<file path="src/rtl/lsu_pkg.sv">
// Shared definitions for the load/store unit memory port: RV32I width codes,
// FSM states and the lane helpers used on both the request and response paths.
package lsu_pkg;

  localparam logic [2:0] LB  = 3'b000;
  localparam logic [2:0] LH  = 3'b001;
  localparam logic [2:0] LW  = 3'b010;
  localparam logic [2:0] LBU = 3'b100;
  localparam logic [2:0] LHU = 3'b101;

  typedef enum logic [1:0] {
    IDLE = 2'd0,
    WAIT = 2'd1,
    RESP = 2'd2
  } lsu_state_e;

  function automatic logic [3:0] byte_enable(input logic [2:0] funct3, input logic [1:0] offset);
    case (funct3)
      LB, LBU: byte_enable = 4'b0001 << offset;
      LH, LHU: byte_enable = 4'b0011 << offset;
      default: byte_enable = 4'b1111;
    endcase
  endfunction

  // Reserved width codes are folded into the misaligned/error path.
  function automatic logic is_misaligned(input logic [2:0] funct3, input logic [1:0] offset);
    case (funct3)
      LB, LBU: is_misaligned = 1'b0;
      LH, LHU: is_misaligned = offset[0];
      LW:      is_misaligned = (offset != 2'b00);
      default: is_misaligned = 1'b1;
    endcase
  endfunction

  function automatic logic [31:0] store_lanes(input logic [2:0] funct3, input logic [31:0] data);
    case (funct3)
      LB, LBU: store_lanes = {4{data[7:0]}};
      LH, LHU: store_lanes = {2{data[15:0]}};
      default: store_lanes = data;
    endcase
  endfunction

endpackage

</file>
<file path="src/rtl/load_extend.sv">
// Combinational load lane selection and sign/zero extension for a read word.
module load_extend
  import lsu_pkg::*;
(
  input  logic [31:0] word,
  input  logic [1:0]  offset,
  input  logic [2:0]  funct3,
  output logic [31:0] value
);

  logic [7:0]  lane_b;
  logic [15:0] lane_h;

  always_comb begin
    case (offset)
      2'd0:    lane_b = word[7:0];
      2'd1:    lane_b = word[15:8];
      2'd2:    lane_b = word[23:16];
      default: lane_b = word[31:24];
    endcase
    lane_h = offset[1] ? word[31:16] : word[15:0];
    case (funct3)
      LB:      value = {{24{lane_b[7]}}, lane_b};
      LH:      value = {{16{lane_h[15]}}, lane_h};
      LBU:     value = {24'd0, lane_b};
      LHU:     value = {16'd0, lane_h};
      default: value = word;
    endcase
  end

endmodule

</file>
<file path="src/rtl/lsu_mem_port.sv">
// Single-outstanding load/store port between the core and a word-wide memory
// with an ack handshake; loads return an extended value on the writeback port.
module lsu_mem_port
  import lsu_pkg::*;
(
  input  logic        clk,
  input  logic        rst,
  input  logic        req_valid,
  output logic        req_ready,
  input  logic        req_write,
  input  logic [2:0]  req_funct3,
  input  logic [31:0] req_addr,
  input  logic [31:0] req_wdata,
  input  logic [4:0]  req_rd,
  output logic        mem_req,
  output logic        mem_we,
  output logic [3:0]  mem_be,
  output logic [31:0] mem_addr,
  output logic [31:0] mem_wdata,
  input  logic        mem_ack,
  input  logic [31:0] mem_rdata,
  output logic        wb_valid,
  output logic [4:0]  wb_addr,
  output logic [31:0] wb_data,
  output logic        misalign_err
);

  lsu_state_e  state, state_next;
  logic        init_done;
  logic [31:0] addr_q, wdata_q, data_q;
  logic [2:0]  funct3_q;
  logic [4:0]  rd_q, wb_addr_q;
  logic        write_q;
  logic [3:0]  be_q;
  logic        err_q;
  logic        accept, req_misaligned, load_capture;
  logic [31:0] load_value;

  assign req_misaligned = is_misaligned(req_funct3, req_addr[1:0]);
  assign accept         = req_valid && req_ready;
  assign load_capture   = (state == WAIT) && mem_ack && !write_q && (rd_q != 5'd0);

  load_extend u_load_extend (
    .word   (mem_rdata),
    .offset (addr_q[1:0]),
    .funct3 (funct3_q),
    .value  (load_value)
  );

  always_ff @(posedge clk) begin
    if (rst) state <= IDLE;
    else     state <= state_next;
  end

  // init_done keeps req_ready low for the first cycle after reset releases.
  always_comb begin
    state_next = state;
    req_ready  = 1'b0;
    mem_req    = 1'b0;
    wb_valid   = 1'b0;
    case (state)
      IDLE: begin
        req_ready = init_done && !rst;
        if (req_valid && req_ready && !req_misaligned) state_next = WAIT;
      end
      WAIT: begin
        mem_req = 1'b1;
        if (mem_ack) state_next = write_q ? IDLE : RESP;
      end
      RESP: begin
        wb_valid   = (rd_q != 5'd0);
        state_next = IDLE;
      end
      default: state_next = IDLE;
    endcase
  end

  // The extended value and its register are captured together so the
  // writeback outputs hold steady across later requests.
  always_ff @(posedge clk) begin
    if (rst) begin
      init_done <= 1'b0;
      err_q     <= 1'b0;
      addr_q    <= '0;
      wdata_q   <= '0;
      funct3_q  <= '0;
      rd_q      <= '0;
      write_q   <= 1'b0;
      be_q      <= '0;
      data_q    <= '0;
      wb_addr_q <= '0;
    end else begin
      init_done <= 1'b1;
      err_q     <= accept && req_misaligned;
      if (accept) begin
        addr_q   <= req_addr;
        wdata_q  <= store_lanes(req_funct3, req_wdata);
        funct3_q <= req_funct3;
        rd_q     <= req_rd;
        write_q  <= req_write;
        be_q     <= byte_enable(req_funct3, req_addr[1:0]);
      end
      if (load_capture) begin
        data_q    <= load_value;
        wb_addr_q <= rd_q;
      end
    end
  end

  assign mem_we       = (state == WAIT) && write_q;
  assign mem_be       = (state == WAIT) ? be_q : 4'b0000;
  assign mem_addr     = {addr_q[31:2], 2'b00};
  assign mem_wdata    = wdata_q;
  assign wb_addr      = wb_addr_q;
  assign wb_data      = data_q;
  assign misalign_err = err_q;

endmodule
</file>
<file path="config.mk">
export PLATFORM = sky130hd
export DESIGN_NAME = lsu_mem_port
export DESIGN_NICKNAME = d
export VERILOG_FILES = /design/src/rtl/lsu_pkg.sv /design/src/rtl/load_extend.sv /design/src/rtl/lsu_mem_port.sv
export SDC_FILE = /design/constraint.sdc
export NUM_CORES = 1
export LEC_CHECK = 0
export CORE_AREA = 3 3 108 131
export CTS_CLUSTER_SIZE = 20
export DETAILED_ROUTE_END_ITERATION = 6
export DIE_AREA = 0 0 111 134
export PLACE_DENSITY = 0.79
export SYNTH_ARGS = -nofsm -noshare
export SYNTH_HDL_FRONTEND = slang
export SYNTH_SLANG_ARGS = --single-unit
</file>
<file path="constraint.sdc">
create_clock -name clk -period 1.8 [get_ports clk]
set_input_delay 0.36 -clock clk [delete_from_list [all_inputs] [get_ports clk]]
set_output_delay 0.36 -clock clk [all_outputs]
set_load 0.05 [all_outputs]
</file>
After elaboration in Yosys (flattened, before gate mapping)
Index checks and enable logic that the tools add are counted.
{ "classes": {"eq_ne": 13, "n_reduce_logical": 21, "shifts": 2, "muxes": 15} }
{ "op_table": {"columns": ["cell", "count"], "rows": [
  ["$pmux W32 S4", 1],
  ["$pmux W32 S2", 1],
  ["$pmux W8 S3", 1],
  ["$mux W16", 1],
  ["$eq A3 B3 Y1 const B", 4],
  ["$logic_and A1 B1 Y1", 9],
  ["$pmux W4 S2", 1],
  ["$eq A3 B1 Y1 const B", 2],
  ["$logic_not A3 Y1", 2],
  ["$mux W2", 3],
  ["$reduce_bool A5 Y1", 1],
  ["$eq A2 B1 Y1 const B", 2],
  ["$eq A2 B2 Y1 const B", 2],
  ["$logic_not A2 Y1", 2],
  ["$mux W1", 4],
  ["$mux W4", 1],
  ["$ne A2 B2 Y1 const B", 2],
  ["$pmux W2 S2", 1],
  ["$reduce_or A2 Y1", 2],
  ["$shl A1 B2 Y4 const A", 1],
  ["$shl A2 B2 Y4 const A", 1],
  ["$eq A3 B2 Y1 const B", 1],
  ["$logic_not A1 Y1", 3],
  ["$pmux W1 S3", 1],
  ["other kinds (2)", 2]
]} }
{ "word_totals": {"inputBits": 109, "reg_bits": 118, "output_inout_bits": 110, "elab_cells": 62} }

Depth between registers and ports, before layout
Gate-level depths: netlist of run 1.
{ "logic_depth": {"word_depth": 7, "ltp_mapped": 8, "ltp_nobuf": 4} }

Modules after synthesis
From an unflattened synthesis of run 1, not the netlist that was laid out.
{ "hier_totals": {"cells_unflattened": 717, "area_unflattened_um2": 5455.2} }
{ "modules_own_cells": {"columns": ["module", "instances", "cells_per_inst", "area_each_um2"], "rows": [
  ["lsu_mem_port", 1, 586, 4732.0],
  ["load_extend", 1, 131, 723.2]
]} }

Least setup slack after synthesis of run 1
OpenSTA, ideal clock, no wires.
{ "synth_timing": {"path_kind": "input to register", "from": "input port rst", "to": "register state[0]", "cell_stages": 8, "path_slack_ps": -630, "required_ps": 1738, "arrival_time_ps": 2368, "path_buffers": 4, "path_cell_list": "buf_2 -> nor4b_2 -> and2_1 -> buf_2 -> buf_2 -> buf_2 -> o21ai_0 -> nand2_1"} }
{ "synth_via": {"elab_chain_len": 6} }
{ "synth_rtl": {"columns": ["item", "line_no", "rtl"], "rows": [
  ["start, declared", "lsu_mem_port.sv:7", "input logic rst,"],
  ["$logic_not A1 Y1", "lsu_mem_port.sv:63", "req_ready = init_done && !rst;"],
  ["$logic_and A1 B1 Y1", "lsu_mem_port.sv:63", null],
  ["$logic_and A1 B1 Y1 (2 in series)", "lsu_mem_port.sv:64", "if (req_valid && req_ready && !req_misaligned) state_next = WAIT;"],
  ["$ne A2 B2 Y1 (no line)", null, null],
  ["$reduce_and A2 Y1 (no line)", null, null],
  ["end signal, assigned", "lsu_mem_port.sv:52", "else state <= state_next;"],
  ["end, declared", "lsu_mem_port.sv:28", "lsu_state_e state, state_next;"]
]} }
Several ways; a longest one is shown, not always the timed one.
A chain may end at the register's enable or synchronous reset.

Final worst setup path of run 1
{ "layout_timing": {"from": "register rd_q[4]", "to": "output port wb_valid"} }
{ "layout_via": {"elab_chain_len": 2} }
{ "layout_rtl": {"columns": ["item", "line_no", "rtl"], "rows": [
  ["start, declared", "lsu_mem_port.sv:32", "logic [4:0] rd_q, wb_addr_q;"],
  ["start signal, assigned", "lsu_mem_port.sv:99", "rd_q <= req_rd;"],
  ["$reduce_bool A5 Y1", "lsu_mem_port.sv:71", "wb_valid = (rd_q != 5'd0);"],
  ["$mux W1", "lsu_mem_port.sv:61", "case (state)"],
  ["end, declared", "lsu_mem_port.sv:22", "output logic wb_valid,"]
]} }
No other way between the ends.

==> results.sh, run 1 <==
export IMPL_cts_made_buffers=17
export IMPL_rr_worst_depth=7
export IMPL_row_count=46
export IMPL_clock_latency_ns=0.40
export IMPL_hold_violations=0
export IMPL_synthFlopType="dfxtp_1"
export IMPL_path_class="register to output port"
export IMPL_switching_share_pct=27.9
export IMPL_power_density_mw_per_mm2=814
export IMPL_rsz0062_at_grt="true"
export IMPL_syn2layout_area_growth_pct=58.8
export IMPL_crit_start="rd_q[4]$_SDFFE_PP0P_"
export IMPL_grt_pass1_wl_um=27500
export IMPL_synth_seq_area_share_pct=41.5
export IMPL_p_leak_uw=0.00349
export IMPL_end_kind="output port"
export IMPL_hold_path_depth=2
export IMPL_timing_rr_start="rd_q[4]$_SDFFE_PP0P_"
export IMPL_clkSlewWorstSetupHoldPaths_ns=0.06
export IMPL_crit_path_end="wb_valid"
export IMPL_utilization_pct=69.2
export IMPL_dpl_hpwl_um=12100
export IMPL_hold_class="input pin to register"
export IMPL_netlist_area_mm2=0.00570
export IMPL_grt_overflow=0
export IMPL_whs_ns=0.190
export IMPL_nFillCells=1026
export IMPL_worst_slew_pin_slew_ns=0.629
export IMPL_route_vias_total=5749
export IMPL_cts_root_buf="clkbuf_16"
export IMPL_route_detailed_drc=0
export IMPL_clkSinkCount=118
export IMPL_critPathLaunchType="register"
export IMPL_synth_seq_cells=118
export IMPL_drive_gt1_share_pct=32.0
export IMPL_failed_checks="setup timing"
export IMPL_synth_edf_count=0
export IMPL_crit_arrival_ns=1.60
export IMPL_netlist_instances=685
export IMPL_cts_tree="done"
export IMPL_finClkSkew_ns=0.00771
export IMPL_slew_headroom_pct=58.1
export IMPL_avgSynthCellArea_um2=8.31
export IMPL_track_usage_pct=22.6
export IMPL_avgRoutedWirePerCell_um=17.5
export IMPL_status="complete, but fails checks"
export IMPL_p_int_uw=5310
export IMPL_async_flop_share_pct=0
export IMPL_fp_dieArea_mm2=0.0149
export IMPL_hold_start="rst"
export IMPL_setup_viol=4
export IMPL_grt_max_degree=45
export IMPL_power_switching_uw=2050
export IMPL_design_area_mm2=0.00904
export IMPL_setup_tns_ns=-0.265
export IMPL_fin_crit_ns=1.96
export IMPL_dr_pass1_iters=6
export IMPL_place_ws_ns=-0.391
export IMPL_antenna_found_initial=0
export IMPL_yosysWarningCount=0
export IMPL_worst_slack_ns=-0.157
export IMPL_gp_congestion=0.809
export IMPL_ant_nets=0
export IMPL_cts_buffer_depth=2
export IMPL_yosysUniqueCellTypes=39
export IMPL_drv_slew=0
export IMPL_max_freq_mhz=511
export IMPL_nets=1000
export IMPL_die_w_um=111
export IMPL_grt_pass1_vias=5380
export IMPL_placed_area_mm2=0.00785
export IMPL_boundaryPins=219
export IMPL_maxCapViolations=0
export IMPL_power_frac_comb_pct=16.5
export IMPL_path_max_fanout=2
export IMPL_die_h_um=134
export IMPL_drtIter0Drc=344
export IMPL_initial_core_util_pct=43.6
export IMPL_worstPathRequired_ns=1.44
export IMPL_r2r_slack_ns=-0.05
export IMPL_rr_endpoint="wb_data[19]$_SDFFE_PP0P_"
export IMPL_worst_ir_drop_vdd_uv=538
export IMPL_seq_power_share_pct=37.3
export IMPL_routed_wl_um=18700
export IMPL_fin_crit_sh_pct=109
export IMPL_portBuffers=216
export IMPL_layout_common_cells="nand2_1, buf_4, dfxtp_1"
export IMPL_clkPwrFrac_pct=46.2
export IMPL_viasPerCell=5.36
export IMPL_cts_hold_fix_buffers=0
export IMPL_core_area_mm2=0.0131
export IMPL_cts_max_level=4
export IMPL_antenna_cells=0
==> kinds of logic after synthesis <==
family                 synth area share [%]
buffers and inverters                  9.75
and+or+nand+nor                        17.5
DFF                                    41.5
muxes                                  7.16
other                                0.0658
AOI/OAI and AO/OA                      24.0
==> layout make-up <==
class	count	area [um2]	share of cell area (%)
Clock buffer	17	425	4.70
Clock inverter	15	168	1.85
Inverter	5	18.8	0.208
Multi-Input combinational cell	469	3120	34.4
Sequential cell	118	2370	26.2
Tap cell	168	210	2.32
Timing Repair Buffer	280	2740	30.3
==> cells in the mapped netlist, drive strengths merged (3+ instances only) <==
cell     number  share of area [%]
clkbuf       39                2.6
nor3b        10                1.3
a2111oi       8                2.1
a2bb2oi       7                1.1
nand3         3               0.26
nor2         38                2.5
and2          7               0.77
mux2         14                2.8
buf          55                6.8
inv           5               0.33
nor4bb        7                1.2
dfxtp       118                 41
a211oi       57                7.5
nand2       141                9.3
o21ai        47                4.1
nor3          5               0.53
nor2b         4               0.44
a21oi        66                5.8
mux2i        25                4.4
a31oi         7               0.77
a311oi        9                1.7
==> metrics by stage <==
| step | total power, uW | std cells |
|---|---|---|
| after floorplan | 3450 | 686 |
| after detailed placement | 3950 | 1019 |
| after global placement | 3940 | 1019 |
| final | 7360 | 1072 |
| after global routing | 7610 | 1072 |
| after CTS | 7360 | 1061 |
==> power groups by stage <==
stage	clock network (uW)	logic, uW	registers, uW
after floorplan	0	522	2930
after global placement	0	1140	2790
after detailed placement	0	1150	2800
after CTS	3440	1170	2740
after global routing	3570	1290	2750
final	3400	1220	2740
==> worst min-delay path by stage <==
stage / to
4_1_cts: init_done$_DFF_P_
5_1_grt: init_done$_DFF_P_
3_3_place_gp: addr_q[31]$_SDFFE_PP0P_
6_report: init_done$_DFF_P_
2_1_floorplan: be_q[0]$_SDFFE_PP0P_
3_5_place_dp: addr_q[26]$_SDFFE_PP0P_
==> per-layer routing <==
metal,share of wire (%),track usage (%),vias to the layer above
li1,-,-,2798
met1,38,25.3,2654
met2,51,39.7,247
met3,7.6,7.31,50
met4,3.2,9.31,0
met5,0,0,-
==> worst max-delay path, stage by stage (launching register included) <==
cell and delay, ns:
dfxtp_2 0.32, or3_4 0.40, buf_6 0.13, nor3_4 0.12, nor3b_2 0.07, buf_6 0.15
==> repair_timing <==
item,in CTS,in global routing
gates resized for setup,7,61
cloned,3,4
setup buffers,7,8
pin swaps,7,33
endpoints found under the setup margin,14,30
==> flip-flops by register name, indices dropped and copies added (netlist names) <==
name / count
wb_data: 32
wb_addr: 5
addr_q: 32
be_q: 4
init_done: 1
mem_wdata: 32
state: 2
misalign_err: 1
funct3_q: 3
write_q: 1
rd_q: 5
Power figures use the tool's default switching activity.
==> run 2: changes to the inputs <==
--- a/config.mk
+++ b/config.mk
@@ -5,11 +5,10 @@
 export SDC_FILE = /design/constraint.sdc
 export NUM_CORES = 1
 export LEC_CHECK = 0
-export CORE_AREA = 3 3 108 131
-export CTS_CLUSTER_SIZE = 20
+export CORE_AREA = 3 3 113 137
 export DETAILED_ROUTE_END_ITERATION = 6
-export DIE_AREA = 0 0 111 134
-export PLACE_DENSITY = 0.79
+export DIE_AREA = 0 0 116 140
+export PLACE_DENSITY = 0.73
 export SYNTH_ARGS = -nofsm -noshare
 export SYNTH_HDL_FRONTEND = slang
 export SYNTH_SLANG_ARGS = --single-unit
==> run 2 against run 1 <==
The run still ends with setup timing left. First-iteration DRC count fell by 8.7%. Critical path depth stayed put. Fmax fell by 0.11%. Count of clock-buffer cells in the layout increased by 7. Worst hold slack better by 0.26 ns. Via count shrank 4.2%. Routed wire length fell by 5.5%. Global-route usage fell by 0.98 points. Sequential power hardly changed. Utilization fell by 8.1 points. Worst setup slack worse by 0.0021 ns. Clock skew fell by 0.0017 ns. Largest power group unchanged.
==> results.sh, run 2 (same netlist as run 1, synthesis figures left out) <==
export IMPL_status="complete, but fails checks"
export IMPL_failed_checks="setup timing"
export IMPL_fin_crit_sh_pct=109
export IMPL_antenna_found_initial=0
export IMPL_grt_overflow=0
export IMPL_path_max_fanout=2
export IMPL_routed_wl_um=17700
export IMPL_power_density_mw_per_mm2=816
export IMPL_fp_dieArea_mm2=0.0162
export IMPL_die_w_um=116
export IMPL_cts_hold_fix_buffers=0
export IMPL_hold_class="register to register"
export IMPL_highest_layer="met4"
export IMPL_grt_max_degree=48
export IMPL_hold_violations=0
export IMPL_antenna_cells=0
export IMPL_timing_rr_start="rd_q[1]$_SDFFE_PP0P_"
export IMPL_layout_common_cells="nand2_1, buf_4, dfxtp_1"
export IMPL_worst_slack_ns=-0.159
export IMPL_utilization_pct=61.1
export IMPL_place_ws_ns=-0.365
export IMPL_avgRoutedWirePerCell_um=16.6
export IMPL_core_area_mm2=0.0143
export IMPL_route_detailed_drc=0
export IMPL_syn2layout_area_growth_pct=53.4
export IMPL_design_area_mm2=0.00874
export IMPL_critical_path_cell_chain="or3_4 -> buf_6 -> nor3_4 -> nor3b_2 -> buf_6"
export IMPL_maxCapViolations=0
export IMPL_dpl_hpwl_um=12400
export IMPL_rr_endpoint="wb_data[22]$_SDFFE_PP0P_"
export IMPL_crit_start="rd_q[1]$_SDFFE_PP0P_"
export IMPL_cts_root_buf="clkbuf_16"
export IMPL_initial_core_util_pct=39.8
export IMPL_slowest_stage="or3_4"
export IMPL_crit_arrival_ns=1.60
export IMPL_viasPerCell=5.15
export IMPL_nets=993
export IMPL_clock_latency_ns=0.41
export IMPL_critPathLaunchType="register"
export IMPL_path_class="register to output port"
export IMPL_r2r_slack_ns=-0.10
export IMPL_max_freq_mhz=511
export IMPL_cts_buffer_depth=2
export IMPL_final_common_cell="nand2_1"
export IMPL_clkSlewWorstSetupHoldPaths_ns=0.05
export IMPL_worstPathRequired_ns=1.44
export IMPL_portBuffers=216
export IMPL_whs_ns=0.449
export IMPL_route_met3_wl_um=1390
export IMPL_die_h_um=140
export IMPL_setup_viol=23
export IMPL_rr_worst_depth=8
export IMPL_crit_path_end="wb_valid"
export IMPL_grt_pass1_vias=5335
export IMPL_dr_pass1_iters=4
export IMPL_drtIter0Drc=314
export IMPL_drive_gt1_share_pct=26.1
export IMPL_fin_crit_ns=1.96
export IMPL_track_usage_pct=21.7
export IMPL_grt_pass1_wl_um=27700
export IMPL_ant_nets=0
export IMPL_cts_made_buffers=17
export IMPL_gp_congestion=0.791
export IMPL_rsz0062_at_grt="true"
export IMPL_p_leak_uw=0.00335
export IMPL_dp_cells=1027
export IMPL_row_count=48
export IMPL_cp_slowest_stage_delay_ns=0.41
export IMPL_boundaryPins=219
export IMPL_drv_slew=0
export IMPL_finClkSkew_ns=0.00604
export IMPL_route_vias_total=5506
export IMPL_cts_tree="done"
export IMPL_crit_path_frequent_cell="buf_6"
export IMPL_cts_max_level=4
export IMPL_m1WireLength_um=6960
export IMPL_routed_wl_met2_um=8860
export IMPL_end_kind="output port"
export IMPL_fin_cells=1069
export IMPL_clkSinkCount=118
export IMPL_placed_area_mm2=0.00786
export IMPL_worst_ir_drop_vdd_uv=534
run 2: cell count changes in the layout (fill, tap and decap cells not counted), sizes merged:
cell	previous run	this run
clkinvlp	1	0
clkbuf	20	24
clkdlybuf4s50	106	107
bufbuf	0	1
dlymetal6s2s	1	0
buf	170	165
inv	12	5
clkinv	5	3
run 2: how the worst min path moves through the flow:
stage,startpoint,to,slack [ns],cells past startpoint
after floorplan,be_q[0]$_SDFFE_PP0P_,be_q[0]$_SDFFE_PP0P_,0.43,2
after global placement,be_q[0]$_SDFFE_PP0P_,be_q[0]$_SDFFE_PP0P_,0.44,2
after detailed placement,be_q[0]$_SDFFE_PP0P_,be_q[0]$_SDFFE_PP0P_,0.44,2
after CTS,be_q[0]$_SDFFE_PP0P_,be_q[0]$_SDFFE_PP0P_,0.45,2
after global routing,addr_q[24]$_SDFFE_PP0P_,addr_q[24]$_SDFFE_PP0P_,0.47,2
final,be_q[0]$_SDFFE_PP0P_,be_q[0]$_SDFFE_PP0P_,0.45,2
run 2: cell type report:
cell class / count / area, um2
inverters: 5 / 18.8
fillers: 1266 / 5560
multi-input cells: 469 / 2940
repair buffers: 273 / 2650
flip-flops and latches: 118 / 2370
clock inverters: 5 / 75.1
well taps: 175 / 219
clock buffers: 24 / 472
run 2: critical path: cells and delay by family, from the launching register on:
kind                   cells  cell delay [ns]
and+or+nand+nor            3             0.60
DFF                        1             0.31
buffers and inverters      2             0.28
run 2: metrics by stage:
step                TNS (ns)  total power [uW]
CTS                    -1.60              7190
global route           -3.06              7400
detailed placement     -7.15              3950
floorplan             -14.14              3450
global placement       -6.20              3940
finish                 -1.35              7130
run 2: timing repair:
item | CTS | global route
cloned | 3 | 0
pin swaps | 20 | 13
endpoints found under the setup margin | 30 | 26
setup buffers | 8 | 2
hold endpoints to repair | 0 | 0
resized for setup | 20 | 3
run 2: power breakdown:
group / internal [uW] / switching (uW) / total, uW
sequential: 2700 / 46.9 / 2740
clock: 2080 / 1120 / 3200
combinational: 537 / 649 / 1190
run 2: layer usage:
| layer | track usage [%] | vias to the layer above |
|---|---|---|
| met3 | 7.69 | 29 |
| li1 | - | 2785 |
| met5 | 0 | - |
| met1 | 24.3 | 2495 |
| met2 | 36.7 | 197 |
| met4 | 9.41 | 0 |
